## config.mk

```make
export PLATFORM = sky130hd
export DESIGN_NAME = video_timing_gen
export DESIGN_NICKNAME = d
export VERILOG_FILES = /design/src/rtl/video_timing_gen.sv
export SDC_FILE = /design/constraint.sdc
export NUM_CORES = 1
export LEC_CHECK = 0
export ABC_CLOCK_PERIOD_IN_PS = 5400
export BUFFER_PORTS_ARGS = -buffer_cell sky130_fd_sc_hd__buf_2
export CORE_MARGIN = 3
export CORE_UTILIZATION = 25
export CTS_BUF_LIST = sky130_fd_sc_hd__clkbuf_2
export DETAILED_ROUTE_END_ITERATION = 8
export SYNTH_ARGS = -nofsm -noshare
export SYNTH_HDL_FRONTEND = slang
export SYNTH_SLANG_ARGS = --single-unit
```

## constraint.sdc

```tcl
create_clock -name i_CLK -period 5.4 [get_ports i_CLK]
set_input_delay 1.08 -clock i_CLK [delete_from_list [all_inputs] [get_ports i_CLK]]
set_output_delay 1.08 -clock i_CLK [all_outputs]
set_load 0.02 [all_outputs]
```

## src/rtl/video_timing_gen.sv

```systemverilog
// Video timing generator: programmable H/V porch/sync timing with an 8-bit test pattern.
// Outputs are registered one cycle behind the h/v counters; start/stop happen only on frame boundaries.
module video_timing_gen #(
  parameter int unsigned H_ACTIVE      = 320,
  parameter int unsigned H_FP          = 8,
  parameter int unsigned H_SYNC        = 16,
  parameter int unsigned H_BP          = 16,
  parameter int unsigned V_ACTIVE      = 240,
  parameter int unsigned V_FP          = 2,
  parameter int unsigned V_SYNC        = 2,
  parameter int unsigned V_BP          = 4,
  parameter logic [15:0] FRAME_CNT_RST = 16'h0000
) (
  input  logic        i_CLK,
  input  logic        i_RST,
  input  logic        i_enable,
  input  logic [1:0]  i_pattern,
  input  logic [7:0]  i_const,
  output logic        o_vsync,
  output logic        o_hsync,
  output logic        o_den,
  output logic [7:0]  o_data,
  output logic        o_frame_start,
  output logic [15:0] o_frame_cnt,
  output logic        o_busy
);

  localparam int unsigned H_TOTAL = H_ACTIVE + H_FP + H_SYNC + H_BP;
  localparam int unsigned V_TOTAL = V_ACTIVE + V_FP + V_SYNC + V_BP;
  localparam int unsigned HW = $clog2(H_TOTAL);
  localparam int unsigned VW = $clog2(V_TOTAL);

  localparam logic [HW-1:0] H_LAST    = HW'(H_TOTAL - 1);
  localparam logic [HW-1:0] H_ACT_END = HW'(H_ACTIVE);
  localparam logic [HW-1:0] H_SYNC_LO = HW'(H_ACTIVE + H_FP);
  localparam logic [HW-1:0] H_SYNC_HI = HW'(H_ACTIVE + H_FP + H_SYNC);
  localparam logic [VW-1:0] V_LAST    = VW'(V_TOTAL - 1);
  localparam logic [VW-1:0] V_ACT_END = VW'(V_ACTIVE);
  localparam logic [VW-1:0] V_SYNC_LO = VW'(V_ACTIVE + V_FP);
  localparam logic [VW-1:0] V_SYNC_HI = VW'(V_ACTIVE + V_FP + V_SYNC);

  typedef enum logic {
    ST_IDLE,
    ST_RUN
  } state_t;

  state_t        state_q, state_d;
  logic [HW-1:0] h_cnt_q, h_cnt_d;
  logic [VW-1:0] v_cnt_q, v_cnt_d;
  logic          stop_pending_q, stop_pending_d;
  logic [1:0]    pattern_q, pattern_d;
  logic [7:0]    const_q, const_d;
  logic [15:0]   frame_cnt_q, frame_cnt_d;

  logic          vsync_q, vsync_d;
  logic          hsync_q, hsync_d;
  logic          den_q, den_d;
  logic [7:0]    data_q, data_d;
  logic          frame_start_q, frame_start_d;
  logic          busy_q, busy_d;

  logic          run;
  logic [7:0]    x8, y8, pixel;

  always_comb begin
    state_d        = state_q;
    h_cnt_d        = h_cnt_q;
    v_cnt_d        = v_cnt_q;
    stop_pending_d = stop_pending_q;
    pattern_d      = pattern_q;
    const_d        = const_q;
    frame_cnt_d    = frame_cnt_q;

    case (state_q)
      ST_IDLE: begin
        h_cnt_d        = '0;
        v_cnt_d        = '0;
        stop_pending_d = 1'b0;
        if (i_enable) begin
          state_d   = ST_RUN;
          pattern_d = i_pattern;
          const_d   = i_const;
        end
      end
      default: begin
        stop_pending_d = ~i_enable;
        if (h_cnt_q == H_LAST) begin
          h_cnt_d = '0;
          if (v_cnt_q == V_LAST) begin
            v_cnt_d     = '0;
            frame_cnt_d = frame_cnt_q + 16'd1;
            // Stop decision uses this edge's sample, so a late re-raise still keeps the stream running.
            if (stop_pending_d) begin
              state_d        = ST_IDLE;
              stop_pending_d = 1'b0;
            end else begin
              pattern_d = i_pattern;
              const_d   = i_const;
            end
          end else begin
            v_cnt_d = v_cnt_q + 1'b1;
          end
        end else begin
          h_cnt_d = h_cnt_q + 1'b1;
        end
      end
    endcase
  end

  always_comb begin
    run = (state_q == ST_RUN);
    x8  = 8'(h_cnt_q);
    y8  = 8'(v_cnt_q);

    case (pattern_q)
      2'd0:    pixel = x8;
      2'd1:    pixel = y8;
      2'd2:    pixel = (x8[3] ^ y8[3]) ? 8'hFF : 8'h00;
      default: pixel = const_q;
    endcase

    den_d         = run && (h_cnt_q < H_ACT_END) && (v_cnt_q < V_ACT_END);
    hsync_d       = run && (h_cnt_q >= H_SYNC_LO) && (h_cnt_q < H_SYNC_HI);
    vsync_d       = run && (v_cnt_q >= V_SYNC_LO) && (v_cnt_q < V_SYNC_HI);
    frame_start_d = run && (h_cnt_q == '0) && (v_cnt_q == '0);
    busy_d        = run;
    data_d        = den_d ? pixel : '0;
  end

  always_ff @(posedge i_CLK) begin
    if (i_RST) begin
      state_q        <= ST_IDLE;
      h_cnt_q        <= '0;
      v_cnt_q        <= '0;
      stop_pending_q <= 1'b0;
      pattern_q      <= '0;
      const_q        <= '0;
      frame_cnt_q    <= FRAME_CNT_RST;
      vsync_q        <= 1'b0;
      hsync_q        <= 1'b0;
      den_q          <= 1'b0;
      data_q         <= '0;
      frame_start_q  <= 1'b0;
      busy_q         <= 1'b0;
    end else begin
      state_q        <= state_d;
      h_cnt_q        <= h_cnt_d;
      v_cnt_q        <= v_cnt_d;
      stop_pending_q <= stop_pending_d;
      pattern_q      <= pattern_d;
      const_q        <= const_d;
      frame_cnt_q    <= frame_cnt_d;
      vsync_q        <= vsync_d;
      hsync_q        <= hsync_d;
      den_q          <= den_d;
      data_q         <= data_d;
      frame_start_q  <= frame_start_d;
      busy_q         <= busy_d;
    end
  end

  assign o_vsync       = vsync_q;
  assign o_hsync       = hsync_q;
  assign o_den         = den_q;
  assign o_data        = data_q;
  assign o_frame_start = frame_start_q;
  assign o_frame_cnt   = frame_cnt_q;
  assign o_busy        = busy_q;

endmodule

```

==> metrics.txt <==
status completed; Max-slew headroom 0.492; area of the multi-input gates 0.00139 sq mm; final setup violating endpoints 0; Syn Inst Count a little under 300; TritonCTS Buffers 9; Min-Delay Startpoint const_q[0]; CP Data Required Time 5.84 ns; Int Pwr around 0.65 mW; Buf/Inv on CP 0; worst stage delay on the critical path 0.99 ns; Ys Warns 0; final net count 349; clk_lat worst skew 0.49 ns; Crit-path slowest cell or4_1; number of nets with antenna violations after routing 0; first-pass GRT wire length 9850 um; TritonCTS clock tree built; Seq/Total Area, Yosys 0.428; gr usage total 0.105; crit path to o_frame_cnt[9]; CP Cell Sequence ha_1 > nand4_1 > or4_1 > or4_1 > a21oi_1; DR WL/cell 12.9 um; Vias/cell approximately 4.8; worst-case clock skew 0.0321 ns; post-CTS sizing 0; Final Total Pwr 0.839 mW; share of post-route cells with drive strength above 1 0.170; Placer Congestion 0.800; final hold violations 0; fill count 1,099; DR DRC count 0; largest net degree at the start of global routing 39; Net Sw Frac 0.231; Mapped Nets ~320; crit path DAT 3.36 ns; largest area contributor in the netlist dfxtp_1; Die Footprint 0.0119 sq mm; cell at the root of the clock tree clkbuf_2; HP Class reg2reg; Ports 42; # clock sinks 57; CP Launch Point h_cnt_q[0]; Reg2Reg Capture Point o_frame_cnt[9]; EDFF count, synth 0; Max Freq 343 MHz; H-tree levels 3; combinational share of power 0.054; hold_buf cts 0; worst-path maximum fanout 27; Crit Reg-Reg Startpoint h_cnt_q[0]; Final HPWL DP 4290 um; syn_area_per_cell between 8 and 9 sq um; Pre-Repair DR Iteration Count 5; Area Growth Syn to Fin 16.7%; row count 37; critical path class reg2reg; routed via count 2,261; post-CTS setup buffers 0; P_sw roughly 0.19 mW; ant diodes 0; MaxCap Viol Count 0; count of buffers inserted at the top-level ports 41; Crit path max-delay family simple AND/OR/NAND/NOR gates; asr flop ratio synth 0; Final min period 2.92 ns; Leakage Power 1.11 nW; Crit path top cell by count or4_1; Detailed Route Iter0 Violations just under 200; Die Y-Extent 109 um; Sequential Area between 0.001 and 0.0015 sq mm; RSZ-0062 raised after global routing false; clock network fraction of design power 0.422; element type at the critical path end flip-flop; critical path depth 5; Worst Max-Slew Pin Slew 0.754 ns; initial antenna violation count 0; worst-case clock buffer depth 2; Reg clk slew, reported paths 0.18 ns; pwr dens between 200 and 300 mW/mm^2; CP startpoint kind flip-flop; Mapped Area approximately 0.0027 sq mm; total routed wirelength 6100 um; post-synth top area share 0.428; r2r setup slk 2.48 ns; Worst R2R Path Depth 5; Top FF cell, synth dfxtp_1; FF+latch count, synth 57; commonest non-fill, non-tap cells in the layout dfxtp_1 (57), buf_2 (41), nand2b_1 (26); initial core utilization 0.258; period utilization 0.540; vias in the first global route about 2,100; largest cells by area after synthesis dfxtp_1 (43%), nand2b_1 (6.1%), mux2i_1 (6.0%); Seq pwr share 0.524; core area 0.0103 sq mm; most common cell after layout, fill and taps aside dfxtp_1; max-slew violation count 0; Worst Hold Path Cells 2; Yosys cell types 35; Setup Total Neg Slack 0 ns; Die W 109 um; grt total ovfl 0; VDD IR max between 0.00009 and 0.0001 V
-- metal layers --
| layer | share of wire | vias to the layer above | wire, um | global-route usage |
|---|---|---|---|---|
| met3 | 0.060 | 6 | 367 | 0.0349 |
| met1 | 0.49 | 1054 | 3010 | 0.138 |
| li1 | - | 1146 | - | - |
| met4 | 0.010 | 0 | 63 | 0.0374 |
| met5 | 0 | - | 0 | 0 |
| met2 | 0.44 | 55 | 2670 | 0.159 |
-- area by class of cell --
| type | instances | area share |
|---|---|---|
| multi-input cells | 211 | 0.448 |
| flip-flops and latches | 57 | 0.367 |
| repair buffers | 42 | 0.0684 |
| well taps | 136 | 0.0547 |
| clock inverters | 7 | 0.0350 |
| clock buffers | 9 | 0.0145 |
| inverters | 10 | 0.0121 |
-- flip-flops by register name (all words and copies together), names as in the netlist --
register	cells
pattern_q	2
busy_d	1
v_cnt_q	8
const_q	8
h_cnt_q	9
o_hsync	1
o_vsync	1
o_frame_start	1
o_frame_cnt	16
o_den	1
o_busy	1
o_data	8
-- worst min-delay path by stage --
stage                             to
after floorplan           const_q[2]
after global placement    const_q[0]
after detailed placement  const_q[3]
after CTS                 const_q[3]
after global routing      const_q[0]
final                     const_q[0]
-- tightest hold or removal path, cell delays in order, from the launching register on --
cell and delay [ns]:
dfxtp_1 0.35, nand2b_1 0.06, mux2i_1 0.05
-- Yosys cell counts, types with 2 or more instances --
cell type and n:
nor2_1 21, nand4b_1 4, nor4_1 5, xor2_1 8
buf_6 2, nand2b_1 26, nand2_1 15, or3_1 3
ha_1 5, nand4_1 11, xnor2_1 10, nand3_1 10
and3_1 3, o31ai_1 10, a21oi_1 17, mux2i_1 16
o211ai_1 2, a221oi_1 5, buf_2 2, o41ai_1 2
and4_1 2, dfxtp_1 57, clkbuf_1 16, inv_1 9
or4_1 14, nor3_1 7, o21ai_0 8
-- power by group through the flow --
stage	sequential, mW	combinational [mW]	clock (mW)
after floorplan	0.447	0.0305	0
after global placement	0.448	0.0451	0
after detailed placement	0.448	0.0453	0
after CTS	0.439	0.0457	0.364
after global routing	0.441	0.0498	0.385
final	0.439	0.0450	0.354
-- cells by family (layout without fill, tap and decap cells) --
logic type | count (synthesis) | count (layout) | share of synthesized area
AO/OA/AOI/OAI | 47 | 47 | 0.112
XOR/XNOR | 18 | 18 | 0.0592
adder cells (fa/ha/maj) | 5 | 5 | 0.0235
buffers and inverters | 30 | 68 | 0.0488
flip-flops | 57 | 57 | 0.428
multiplexers | 16 | 16 | 0.0601
AND/OR/NAND/NOR | 125 | 125 | 0.268
-- through the flow --
step	cells	instance area (sq um)	utilization	hold WS [ns]	setup WS, ns
floorplan	298	2670	-	0.448	3.02
global placement	456	2960	0.286	0.464	2.58
detailed placement	456	2960	0.286	0.465	2.54
global route	472	3110	0.301	0.506	2.24
CTS	472	3110	0.301	0.489	2.52
finish	472	3110	0.301	0.487	2.48
No activity file was read; power rests on OpenSTA's default activity.
